### src/rtl/reg_bank_ab.sv
// ============================================================================
// Module      : reg_bank_ab
// Description : 32-entry general-purpose register bank with two read ports
//               feeding registered A/B operand latches and one write port.
//               Register 0 reads as zero, register 29 resets to SP_RESET and
//               register 31 resets to RA_RESET.
//               Optional macro REG_BANK_WRITE_BYPASS_EN: a same-edge write to
//               a register being latched forwards WriteData into A/B.
// Revision    : 1.0 - initial release
// ============================================================================
`default_nettype none

module reg_bank_ab #(
   parameter int                 DATA_W   = 32,
   parameter logic [DATA_W-1:0]  SP_RESET = 227,
   parameter logic [DATA_W-1:0]  RA_RESET = 0
) (
   input  logic              clk,
   input  logic              reset,
   input  logic              RegWrite,
   input  logic [4:0]        WriteReg,
   input  logic [DATA_W-1:0] WriteData,
   input  logic [4:0]        ReadReg1,
   input  logic [4:0]        ReadReg2,
   input  logic              LoadAB,
   output logic [DATA_W-1:0] A,
   output logic [DATA_W-1:0] B,
   output logic              WriteBusy
);

   typedef enum logic [0:0] {
      IDLE   = 1'b0,
      COMMIT = 1'b1
   } state_t;

   logic [DATA_W-1:0] r_regs [0:31];
   state_t            r_state;

   logic              w_write_en;
   logic [DATA_W-1:0] w_rd1;
   logic [DATA_W-1:0] w_rd2;
   logic              w_byp1;
   logic              w_byp2;

   // A write only counts when it targets a real register.
   assign w_write_en = RegWrite && (WriteReg != 5'd0);

   // Combinational read ports; index 0 is forced to zero regardless of storage.
   always_comb begin
      w_rd1 = '0;
      w_rd2 = '0;
      if (ReadReg1 != 5'd0) w_rd1 = r_regs[ReadReg1];
      if (ReadReg2 != 5'd0) w_rd2 = r_regs[ReadReg2];
   end

   // Same-edge forwarding select; disabled builds capture the pre-write value.
   always_comb begin
`ifdef REG_BANK_WRITE_BYPASS_EN
      w_byp1 = w_write_en && (WriteReg == ReadReg1);
      w_byp2 = w_write_en && (WriteReg == ReadReg2);
`else
      w_byp1 = 1'b0;
      w_byp2 = 1'b0;
`endif
   end

   // Register storage: reset loads the architectural initial values, then writes commit.
   always_ff @(posedge clk) begin
      if (!reset) begin
         for (int i = 0; i < 32; i++) begin
            if (i == 29)      r_regs[i] <= SP_RESET;
            else if (i == 31) r_regs[i] <= RA_RESET;
            else              r_regs[i] <= '0;
         end
      end else if (w_write_en) begin
         r_regs[WriteReg] <= WriteData;
      end
   end

   // Operand latches: capture both read ports on LoadAB, otherwise hold.
   always_ff @(posedge clk) begin
      if (!reset) begin
         A <= '0;
         B <= '0;
      end else if (LoadAB) begin
         A <= w_byp1 ? WriteData : w_rd1;
         B <= w_byp2 ? WriteData : w_rd2;
      end
   end

   // Write-commit tracker: busy for the cycle following each committed write.
   always_ff @(posedge clk) begin
      if (!reset) begin
         r_state   <= IDLE;
         WriteBusy <= 1'b0;
      end else begin
         case (r_state)
            IDLE: begin
               if (w_write_en) begin
                  r_state   <= COMMIT;
                  WriteBusy <= 1'b1;
               end else begin
                  r_state   <= IDLE;
                  WriteBusy <= 1'b0;
               end
            end
            COMMIT: begin
               if (w_write_en) begin
                  r_state   <= COMMIT;
                  WriteBusy <= 1'b1;
               end else begin
                  r_state   <= IDLE;
                  WriteBusy <= 1'b0;
               end
            end
            default: begin
               r_state   <= IDLE;
               WriteBusy <= 1'b0;
            end
         endcase
      end
   end

endmodule

`default_nettype wire

### config.mk
export PLATFORM = sky130hd
export DESIGN_NAME = reg_bank_ab
export DESIGN_NICKNAME = d
export VERILOG_FILES = /design/src/rtl/reg_bank_ab.sv
export SDC_FILE = /design/constraint.sdc
export NUM_CORES = 2
export LEC_CHECK = 0
export ABC_AREA = 0
export CAP_MARGIN = 20
export CORE_ASPECT_RATIO = 1.1
export CORE_MARGIN = 3
export CORE_UTILIZATION = 57
export DETAILED_ROUTE_END_ITERATION = 8
export PLACE_DENSITY = 0.77
export REMOVE_ABC_BUFFERS = 1
export SYNTH_ARGS = -nofsm -noshare
export SYNTH_HDL_FRONTEND = slang
export SYNTH_SLANG_ARGS = --single-unit
### constraint.sdc
create_clock -name clk -period 3.6 [get_ports clk]
set_clock_uncertainty 0.15 [all_clocks]
set_input_delay 0.36 -clock clk [delete_from_list [all_inputs] [get_ports clk]]
set_output_delay 0.36 -clock clk [all_outputs]
set_load 0.005 [all_outputs]
==> summary.md <==
| Metric | Value |
|---|---|
| Status | completed |
| Clock Pin Slew Worst Setup and Hold Paths | 0.06 ns |
| Main synth FF type | edfxtp_1 |
| Leak | between 20 and 25 nW |
| Hold Crit Start | ReadReg1[2] |
| Iter 0 DRT Violations | 5717 |
| Remaining antenna violation count | 0 |
| Multi-input gate area | between 20000 and 25000 um2 |
| Max-cap violations | 0 |
| DR pass1 iterations | 5 |
| Synth Instances | 3978 |
| Core Util, Final | 0.657 |
| Reg2Reg Depth | 4 |
| Yosys top cell by area | edfxtp_1 |
| Number of flops mapped to enable cells by yosys | about 1000 |
| H-tree depth | 3 |
| CP Capture Type | flip-flop |
| Largest fanout on the critical path | 25 |
| Vias | a little under 40000 |
| Cts bufs inserted | between 100 and 150 |
| Post-Synth Adder-Cell Area | 0 |
| Total Nets Final | around 4100 |
| Starting Density | 0.576 |
| First-pass GRT wire length | about 270 mm |
| Root Buffer | clkbuf_16 |
| DR WL/cell | between 30 and 40 um |
| Largest net degree at the start of global routing | 65 |
| Final WL | between 150 and 200 mm |
| Fmax | roughly 360 MHz |
| Via density | ~7.1 |
| Minimum clock period | roughly 2.8 ns |
| CTS tree | yes |
| Synthesized area | between 50000 and 60000 um2 |
| Worst EP arrival | around 3.3 ns |
| Multiplexer area fraction after synthesis | 0.217 |
| Syn. warnings | 0 |
| RSZ-0062 raised after global routing | no |
| Post-DP HPWL | between 100 and 150 mm |
| Synth Area in Compound Gates | 0.0558 |
| Die Wd | roughly 310 um |
| Remaining global-route overflow | 0 |
| Worst reg2reg setup slack | about 1.2 ns |
| Endpoints failing setup | 0 |
| XOR/XNOR share of the synthesized area | 0 |
| Reg2reg end | B[30] |
| Setup Fix Bufs, Post-CTS | 0 |
| # fillers | roughly 6800 |
| Final Cycle Share | 0.782 |
| R2R Path Start | r_regs[30][30] |
| Yosys reg bits | ~1100 |
| Fraction of layout cells with a size suffix above 1 | 0.220 |
| Vias in the first global route | between 30000 and 40000 |
| PD cells | around 470 nW/um2 |
| Largest family of logic cells by synthesized area | multiplexers |
| Storage cell area | about 32000 um2 |
| Dpl ws | between 0.5 and 0.6 ns |
| GPL Wtd Cong | 0.900 |
| Synth top area cells | edfxtp_1, mux4_2, and2_1 |
| Hold path depth | 4 |
| Final worst slack | around 0.79 ns |
| Distinct cells, synth | between 40 and 50 |
| Core ar. | between 90000 and 100000 um2 |
| Setup_tns | 0 ns |
| Input/output buffers | roughly 120 |
| CP required | a little over 4 ns |
| Mean Syn Cell Area | 14.3 um2 |
| Io pins | around 120 |
| Tot GR Track Use | 0.373 |
| DIE AREA | ~100000 um2 |
| Worst vdd ir | approximately 0.45 mV |
| Synth top area share | 0.539 |
| Post-synthesis simple-gate area fraction | 0.133 |
| Pins Over Slew Limit | 0 |
| Hold WC Path Type | primary input to flip-flop |
| Clock Sinks | 1089 |
| Final hold vios | 0 |
| Initial antenna violation count | 15 |
| Row count | approximately 120 |
| WS Path Type | primary input to flip-flop |
| Slew headroom | 0.209 |
| Async S/R FF share, synth | 0 |
| Maximum root-to-sink buffer count | 3 |
| Slew @ Worst Pin | approximately 1.2 ns |
| Area Overhead vs Synth | 14.2% |
| Clk_lat worst skew | between 0.7 and 0.8 ns |
| Hold endpoint | A[16] |
| CP Launch Type | primary input |
| Sequential fraction of the synthesis area | 0.562 |
| Final Power | between 30 and 40 mW |
| Die Ht | 338 um |
| Post-route DRC violation count | 0 |
## layer usage
layer / routed length, um / part of all wire / up-vias / GRT usage
li1: - / - / 15300 / -
met1: 63700 / 0.33 / 19400 / 0.466
met2: 89700 / 0.46 / 3223 / 0.586
met3: 26100 / 0.14 / 773 / 0.0993
met4: 13600 / 0.070 / 12 / 0.232
met5: 63 / 0.00033 / - / 0
## worst max-delay path by stage
stage,slack (ns),endpoint,depth (start not counted),startpoint
detailed placement,0.57,r_regs[23][27],5,WriteReg[3]
floorplan,-0.31,r_regs[13][0],2,WriteReg[1]
global placement,0.49,B[17],6,ReadReg2[0]
finish,0.79,B[31],8,reset
global route,0.79,B[31],8,reset
CTS,0.88,r_regs[25][14],7,reset
## synth_stat cells, drive strengths merged (3+ instances only)
library cell / number
edfxtp: 1024
and2: 1011
mux2i: 375
mux4: 352
clkbuf: 313
buf: 110
nor2: 98
a22oi: 66
dfxtp: 65
mux2: 62
o211ai: 62
a21oi: 48
a211oi: 39
a221oi: 39
nand3b: 36
nand2: 34
o22ai: 34
a2111oi: 32
o311ai: 32
or2: 32
o21ai: 31
a32o: 25
nor2b: 15
a21boi: 9
and3: 7
or3: 7
or3b: 4
nand3: 3
## cells in the final DEF, fill, tap and decap left out, drive strengths merged, types with 34 or more instances in the layout
cell type,synthesis,routed
a22oi,66,66
nor2,98,98
mux4,352,352
mux2i,375,375
clkdlybuf4s50,0,104
clkinv,0,38
nand2,34,34
o211ai,62,62
edfxtp,1024,1024
and2,1011,1011
nand3b,36,36
a221oi,39,39
a21oi,48,48
buf,110,219
mux2,62,62
o22ai,34,34
a211oi,39,39
dfxtp,65,65
clkbuf,313,145
## stage by stage
stage                     instance area, um2  cells  hold WS (ns)
final                                  65100   5415         0.155
after CTS                              64900   5407         0.126
after floorplan                        55300   3586         0.341
after global placement                 61100   5195         0.419
after global routing                   65100   5413         0.165
after detailed placement               61100   5196         0.424
## cells by family after synthesis
group / count (synthesis)
AND/OR/NAND/NOR: 1253
other: 1
flip-flops: 1089
AO/OA/AOI/OAI: 421
buffers and inverters: 425
multiplexers: 789
## state kept, by name (all words and copies together), names as in the netlist
signal and flops:
A 32, r_regs 1024, B 32, r_state 1
## where the power goes
part	internal, mW	switching (mW)
Combinational	1.55	2.02
Clock	7.04	5.10
Sequential	14.6	0.465
## worst max-delay path, stage by stage
cell           delay [ns]
dlygate4sd3_1        0.54
buf_4                0.29
buf_4                0.56
buf_4                0.64
nand3b_1             0.23
o211ai_1             0.17
a2111oi_0            0.13
a221oi_1             0.29
## final cells by class
cell class,count,share of cell area
Antenna cell,2,0.0000769
Clock buffer,143,0.0467
Multi-Input combinational cell,2495,0.367
Clock inverter,65,0.0118
Timing Repair Buffer,328,0.0568
Tap cell,1291,0.0248
Inverter,2,0.000115
Sequential cell,1089,0.493
## repair_timing
action                    CTS  global route
gates resized for setup     0             0
hold endpoints to repair    5             0
hold buffers                3             0
Power figures use the tool's default switching activity.
